$ cat src/rtl/rf_pkg.sv
// Shared types and sizes for the register-file writeback arbiter slice.
// The register count, index width, arbiter states and retire-buffer entry live here.
package rf_pkg;

    localparam int unsigned REG_COUNT = 32;
    localparam int unsigned REG_IDX_W = 5;
    localparam int unsigned XLEN      = 32;

    typedef enum logic {
        NORMAL = 1'b0,
        FORCE  = 1'b1
    } arb_state_e;

    typedef struct packed {
        logic [REG_IDX_W-1:0] rd;
        logic [XLEN-1:0]      wd;
    } wb_entry;

endpackage

$ cat src/rtl/rf_retire_fifo.sv
// Small retire buffer for long-latency results: a power-of-2 FIFO of {rd, wd}.
// A push while full is dropped, and a pop while empty is ignored.
module rf_retire_fifo
    import rf_pkg::*;
#(
    parameter int unsigned DEPTH = 2
) (
    input  logic    clk,
    input  logic    rst,
    input  logic    push,
    input  wb_entry push_data,
    input  logic    pop,
    output wb_entry head,
    output logic    full,
    output logic    empty
);

    localparam int unsigned PTR_W = $clog2(DEPTH);
    localparam int unsigned CNT_W = PTR_W + 1;

    wb_entry          mem [DEPTH];
    logic [PTR_W-1:0] wr_ptr;
    logic [PTR_W-1:0] rd_ptr;
    logic [CNT_W-1:0] count;
    logic             do_push;
    logic             do_pop;

    assign full    = (count == CNT_W'(DEPTH));
    assign empty   = (count == '0);
    assign do_push = push && !full;
    assign do_pop  = pop && !empty;
    assign head    = mem[rd_ptr];

    always_ff @(posedge clk or posedge rst) begin
        if (rst) begin
            wr_ptr <= '0;
            rd_ptr <= '0;
            count  <= '0;
        end else begin
            if (do_push) wr_ptr <= wr_ptr + 1'b1;
            if (do_pop)  rd_ptr <= rd_ptr + 1'b1;
            case ({do_push, do_pop})
                2'b10:   count <= count + 1'b1;
                2'b01:   count <= count - 1'b1;
                default: count <= count;
            endcase
        end
    end

    // Storage needs no reset: entries are only visible through count.
    always_ff @(posedge clk) begin
        if (do_push) mem[wr_ptr] <= push_data;
    end

endmodule

$ cat src/rtl/regfile_wb_arbiter.sv
// Shares the register-file write port between primary writeback and a buffered
// long-latency requester, and tracks per-register busy bits for decode hazards.
module regfile_wb_arbiter
    import rf_pkg::*;
#(
    parameter int unsigned DEPTH        = 2,
    parameter int unsigned MAX_WAIT     = 4,
    parameter int unsigned Data_width   = 32,
    parameter int unsigned Adress_width = 5
) (
    input  logic                    CLK,
    input  logic                    reset,
    input  logic                    p_we,
    input  logic [Adress_width-1:0] p_rd,
    input  logic [Data_width-1:0]   p_wd,
    output logic                    p_stall,
    input  logic                    l_valid,
    input  logic [Adress_width-1:0] l_rd,
    input  logic [Data_width-1:0]   l_wd,
    output logic                    l_ready,
    input  logic                    iss_valid,
    input  logic [Adress_width-1:0] iss_rd,
    input  logic [Adress_width-1:0] q_rs1,
    input  logic [Adress_width-1:0] q_rs2,
    input  logic [Adress_width-1:0] q_rd,
    output logic                    hz_rs1,
    output logic                    hz_rs2,
    output logic                    hz_rd,
    output logic [Adress_width-1:0] A3,
    output logic [Data_width-1:0]   WD3,
    output logic                    WE3
);

    localparam int unsigned WAIT_W = (MAX_WAIT > 1) ? $clog2(MAX_WAIT) : 1;
    localparam logic [WAIT_W-1:0] WAIT_MAX = WAIT_W'(MAX_WAIT - 1);

    arb_state_e            state, state_next;
    logic [WAIT_W-1:0]     wait_cnt;
    logic [WAIT_W-1:0]     wait_inc;
    logic [REG_COUNT-1:0]  busy, busy_next;
    wb_entry               l_entry;
    wb_entry               head;
    logic                  full;
    logic                  empty;
    logic                  pop;
    logic                  blocked;
    logic                  grant;
    logic [REG_IDX_W-1:0]  grant_rd;
    logic [XLEN-1:0]       grant_wd;

    assign l_entry = '{rd: l_rd, wd: l_wd};

    rf_retire_fifo #(.DEPTH(DEPTH)) u_fifo (
        .clk       (CLK),
        .rst       (reset),
        .push      (l_valid),
        .push_data (l_entry),
        .pop       (pop),
        .head      (head),
        .full      (full),
        .empty     (empty)
    );

    assign l_ready  = !full;
    assign wait_inc = (wait_cnt == WAIT_MAX) ? wait_cnt : wait_cnt + 1'b1;

    // FORCE is entered on the blocked cycle in which the count reaches MAX_WAIT-1,
    // so a head is passed over at most MAX_WAIT-1 times before it takes the port.
    always_comb begin
        state_next = state;
        grant      = 1'b0;
        grant_rd   = '0;
        grant_wd   = '0;
        pop        = 1'b0;
        blocked    = 1'b0;
        p_stall    = 1'b0;
        if (!reset) begin
            unique case (state)
                NORMAL: begin
                    if (p_we) begin
                        grant    = 1'b1;
                        grant_rd = p_rd;
                        grant_wd = p_wd;
                        blocked  = !empty;
                    end else if (!empty) begin
                        grant    = 1'b1;
                        grant_rd = head.rd;
                        grant_wd = head.wd;
                        pop      = 1'b1;
                    end
                    if (blocked && wait_inc == WAIT_MAX) state_next = FORCE;
                end
                FORCE: begin
                    if (!empty) begin
                        grant    = 1'b1;
                        grant_rd = head.rd;
                        grant_wd = head.wd;
                        pop      = 1'b1;
                        p_stall  = p_we;
                    end
                    state_next = NORMAL;
                end
            endcase
        end
    end

    assign WE3 = grant && (grant_rd != '0);
    assign A3  = grant_rd;
    assign WD3 = grant_wd;

    always_comb begin
        busy_next = busy;
        if (pop) busy_next[head.rd] = 1'b0;
        if (iss_valid && iss_rd != '0) busy_next[iss_rd] = 1'b1;
        busy_next[0] = 1'b0;
    end

    always_ff @(posedge CLK or posedge reset) begin
        if (reset) begin
            state    <= NORMAL;
            wait_cnt <= '0;
            busy     <= '0;
        end else begin
            state <= state_next;
            busy  <= busy_next;
            if (pop || empty)  wait_cnt <= '0;
            else if (blocked)  wait_cnt <= wait_inc;
        end
    end

    assign hz_rs1 = busy[q_rs1];
    assign hz_rs2 = busy[q_rs2];
    assign hz_rd  = busy[q_rd];

endmodule
$ cat config.mk
export PLATFORM = sky130hd
export DESIGN_NAME = regfile_wb_arbiter
export DESIGN_NICKNAME = d
export VERILOG_FILES = /design/src/rtl/rf_pkg.sv /design/src/rtl/rf_retire_fifo.sv /design/src/rtl/regfile_wb_arbiter.sv
export SDC_FILE = /design/constraint.sdc
export NUM_CORES = 1
export LEC_CHECK = 0
export ABC_AREA = 1
export BUFFER_PORTS_ARGS = -buffer_cell sky130_fd_sc_hd__buf_2
export CAP_MARGIN = 20
export CELL_PAD_IN_SITES_DETAIL_PLACEMENT = 0
export CELL_PAD_IN_SITES_GLOBAL_PLACEMENT = 1
export CORE_MARGIN = 2
export CORE_UTILIZATION = 28
export DETAILED_ROUTE_END_ITERATION = 8
export HOLD_SLACK_MARGIN = 0.1
export PLACE_DENSITY = 0.56
export RECOVER_POWER = 100
export SLEW_MARGIN = 5
export SYNTH_ARGS = -nofsm -noshare
export SYNTH_HDL_FRONTEND = slang
export SYNTH_HIERARCHICAL = 1
export SYNTH_SLANG_ARGS = --single-unit
$ cat constraint.sdc
create_clock -name CLK -period 5.6 [get_ports CLK]
set_clock_uncertainty 0.1 [all_clocks]
set_input_delay 0.56 -clock CLK [delete_from_list [all_inputs] [get_ports CLK]]
set_output_delay 0.56 -clock CLK [all_outputs]
set_load 0.02 [all_outputs]
# Yosys cells after proc, flatten, opt, wreduce, memory -nomap -nowiden
# Memory sizes are Yosys's and may differ from the RTL's.
# Index checks and enable logic that the tools add are counted.
# W data, S select, Z words.
word_totals:
  reg_bits: 38
  ramBits: 74
  input_bits: 99
  wordCells: 86
  n_memories: 1
mem_list:
  columns: ["name", "words", "word_bits", "rd", "rd_ports_with_merged_regs", "write_ports", "line", "text"]
  rows:
  - ["u_fifo.mem", 2, 37, 1, 0, 1, "rf_retire_fifo.sv:21", "wb_entry mem [DEPTH];"]
classes:
  n_addsub: 5
  magnitude_cmp: 7
  eq_ne: 5
  mux: 43
  bitwise_logic: 4
  reduce_logical: 15
ops:
  columns: ["operator", "count"]
  rows:
  - ["$mux W32", 5]
  - ["$pmux W32 S2", 1]
  - ["$and A32 B32 Y32", 1]
  - ["$not A32 Y32", 1]
  - ["$or A32 B32 Y32", 1]
  - ["$lt A5 B6 Y1 const B", 5]
  - ["$mux W1", 21]
  - ["$bmux W1 S5", 3]
  - ["$mux W5", 3]
  - ["$demux W1 S5", 2]
  - ["$ge A5 B1 Y1 const B", 2]
  - ["$pmux W5 S2", 1]
  - ["$reduce_bool A5 Y1", 2]
  - ["$eq A2 B2 Y1 const B", 4]
  - ["$logic_and A1 B1 Y1", 7]
  - ["$mux W2", 3]
  - ["$pmux W1 S2", 3]
  - ["$add A2 B1 Y2 const B", 2]
  - ["$pmux W2 S2", 1]
  - ["$reduce_bool A2 Y1", 2]
  - ["$add A1 B1 Y1 const B", 2]
  - ["$eq A2 B1 Y1 const B", 1]
  - ["$logic_not A1 Y1", 2]
  - ["$logic_not A2 Y1", 1]
  - ["3 further kinds", 3]

# Logic depth before layout (Yosys ltp)
# An unclocked memory read counts as a cell.
depth:
  ltp_word: 10
  mapped_depth: 16
  mapped_depth_nobuf: 14

# Hierarchy
# The synthesis kept the hierarchy.
by_module_without_submodules:
  columns: ["module", "n_inst", "cells_per_inst", "area_each_um2", "seq_area_each_um2"]
  rows:
  - ["rf_retire_fifo", 1, 226, 2985.4, 2322.2]
  - ["regfile_wb_arbiter", 1, 439, 2905.3, 850.8]

# Worst setup path before layout
# OpenSTA, ideal clock, no wires.
synth_path:
  kind: "input -> output"
  start: "input port reset"
  end: "output port WD3[11]"
  arrival_ns: 2.284
  setup_slack_ns: 2.656
  cell_stages: 3
  path_buffers: 1
  cell_sequence: "inv_1 > clkbuf_1 > a32o_1"
synth_between:
  elab_chain_len: 1
synth_lines:
  columns: ["element", "line", "text"]
  rows:
  - ["start, declared", "regfile_wb_arbiter.sv:12", "input logic reset,"]
  - ["$mux W32", "regfile_wb_arbiter.sv:77", "if (!reset) begin"]
  - ["end, declared", "regfile_wb_arbiter.sv:30", "output logic [Data_width-1:0] WD3,"]
# No other way between the ends.

# Worst setup path after layout
layout_path:
  start: "input port reset"
  end: "output port WD3[19]"
# Same word-level chain as after synthesis.

==> impl_metrics.toml <==
[outcome]
outcome = "finished with violations"
violations = "capacitance limit, slew limit"

[global_routing]
track_usage_pct = 16.6
antenna_found_initial = 2
grt_pass1_vias = 4926
use_met2_pct = 27.1
grt_pass1_wl_um = 28100
grt.busiest_layer = "met2"
use_met1_pct = 22.4
grt_max_degree = 77
met3_usage_pct = 3.64
grt_overflow = 0

[final_layout]
diodes = 0
final_cells = 1071
area_growth_pct = 17.9
drive_above_1_share_pct = 12.7
stdcell_area_um2 = 6950
nNetsFinal = 891
post-route-util_pct = 33.4

[setup_path]
crit_chain = "dlygate4sd3_1 > clkbuf_1 > nor2_1 > o21ai_0 > inv_1 > a32o_1 > clkbuf_1"
rrSetupSlack_ns = 2.13
r2r-end = "busy[19]"
cp-startpoint = "reset"
crit_arrival_ns = 3.22
ff2ff_path_depth = 9
path_class = "in2out"
crit_path_start_kind = "input pin"
crit_path_end_kind = "primary output"
cp_slowest_cell = "inv_1"
reg2reg_from = "u_fifo/count[0]"
cpPeakStageDelay_ns = 1.02
path_common_cell = "clkbuf_1"
required_ns = 4.94
crit_path_max_fanout = 40

[clocking]
numCtsBuffers = 9
cts.path.max_buffers = 2
clock_latency_ns = 0.35
htreeDepth = 3
cts_tree = "done"
clk_pin_slew_worst_paths_ns = 0.08
clock-sinks = 112
root_buffer = "clkbuf_16"
post_cts_buffers = 0

[power]
p_total_mw = 3.12
power_density_nw_per_um2 = 449
p_leak_nw = 2.94
ir_drop_uv = 165

[floorplan]
design.core.area_um2 = 20800
die_y_um = 149
dieArea_um2 = 22200
die_x_um = 149
start_util_pct = 28.3
io_pins = 142
rows = 53

[flow_run]
maxCapViolCount = 3

[timing]
fin_ws_ns = 1.72
worst_hold_slack_ns = 0.290
worstMarginPinSlew_ns = 2.27
finalHoldViolCount = 0
period_needed_ns = 3.88
final-setup-viol-count = 0
fin_crit_sh_pct = 69.4
max-slew-margin-rel_pct = -51.7
fmax_ghz = 0.257
fin_setup_tns_ns = 0
rsz0062_at_grt = "false"
finalMaxSlewViolations = 104

[min_path]
hp-class = "in2reg"
hold_end = "u_fifo/mem[1][13]"
min_delay_path_depth = 1
hp-start = "l_wd[13]"

[placed_design]
place_ws_ns = 2.43
port_buffers = 141
hpwlAfterDp_um = 13500
dp.cells = 1053
gp_congestion = 0.834
postPlaceCellArea_um2 = 6770

[logic_synthesis]
async_flop_share_pct = 33.9
yosysTopAreaCellShare_pct = 37.7
ys_types = 29
ys.flop_type = "edfxtp_1"
synth.most_common_cell = "nand2_1"
avgSynthCellArea_um2 = 8.86
yosysSeqAreaShare_pct = 53.9
synthCells = 665
ys_ff_latch = 112
netlist_area_um2 = 5890
synth_top_area_cell = "edfxtp_1"
synth.top_cells.by_count = "nand2_1, nand3_1, o21ai_0"
synth_area_leaders = "edfxtp_1, dfrtp_1, nand2_1, nand3_1, o21ai_0"
yosys_warnings = 6
syn_nets = 765
synth_edf_count = 74

[drt]
wire_per_inst_um = 16.9
wirelength_um = 18100
drc = 0
drt.antenna.violating_nets = 0
vias = 5209
viasPerCell = 4.86
drt_iter0_drc = 292
first_pass_iters = 4
==> worst max path at each step <==
stage | end | depth (start not counted)
after floorplan | WD3[11] | 3
after global placement | WE3 | 6
after detailed placement | WE3 | 6
after CTS | WE3 | 6
after global routing | state | 5
final | WD3[19] | 7
==> flip-flops by register name, summed over array words and instances, names as in the netlist <==
signal	count
wait_cnt	2
u_fifo/wr_ptr	1
busy	31
state	1
u_fifo/count	2
u_fifo/rd_ptr	1
u_fifo/mem	74
==> worst max-delay path, delay by kind of cell <==
family	cells	cell delay, ns
AOI/OAI and AO/OA	2	0.51
buffers and inverters	4	1.96
and+or+nand+nor	1	0.18
==> kinds of logic (layout without fill, tap and decap cells) <==
kind of cell	after synthesis	after routing	synth area share [%]
flops	112	112	53.9
simple gates	293	293	21.7
buf+inv	116	247	9.20
xor+xnor	1	1	0.149
fa+ha+maj	1	1	0.212
compound gates	142	142	14.9
==> what timing repair did <==
item                                   4_1_cts  5_1_grt
endpoints found under the hold margin        4        0
resized for setup                            0        0
hold buffers                                 1        0
==> placed cells by master, fill, tap and decap left out, types with 9 or more instances in the layout <==
master       n
clkbuf_1    67
nand2_1    175
buf_2       78
inv_1       80
o21ai_1     13
o21ai_0     94
a32o_1      32
clkbuf_16    9
dfrtp_1     37
nand3_1    105
edfxtp_1    74
==> where the power goes <==
group	leakage, nW	internal, mW	switching (mW)
Clock	0.139	0.350	0.298
Combinational	1.66	0.332	0.745
Sequential	1.14	1.17	0.222
Total	2.94	1.85	1.27
==> layer usage <==
layer,share of wire (%),vias up,wire [µm]
li1,-,2544,-
met1,45,2494,8080
met2,48,152,8660
met3,5.9,17,1070
met4,1.3,2,239
met5,0.028,-,5
==> area by class of cell <==
cell class | count | area (µm²)
multi-input cells | 437 | 2140
flip-flops and latches | 112 | 3170
fillers | 2268 | 13900
repair buffers | 147 | 676
clock buffers | 10 | 229
inverters | 84 | 315
well taps | 275 | 344
clock inverters | 6 | 67.6
Note: power is estimated with default switching activity, not from simulation.
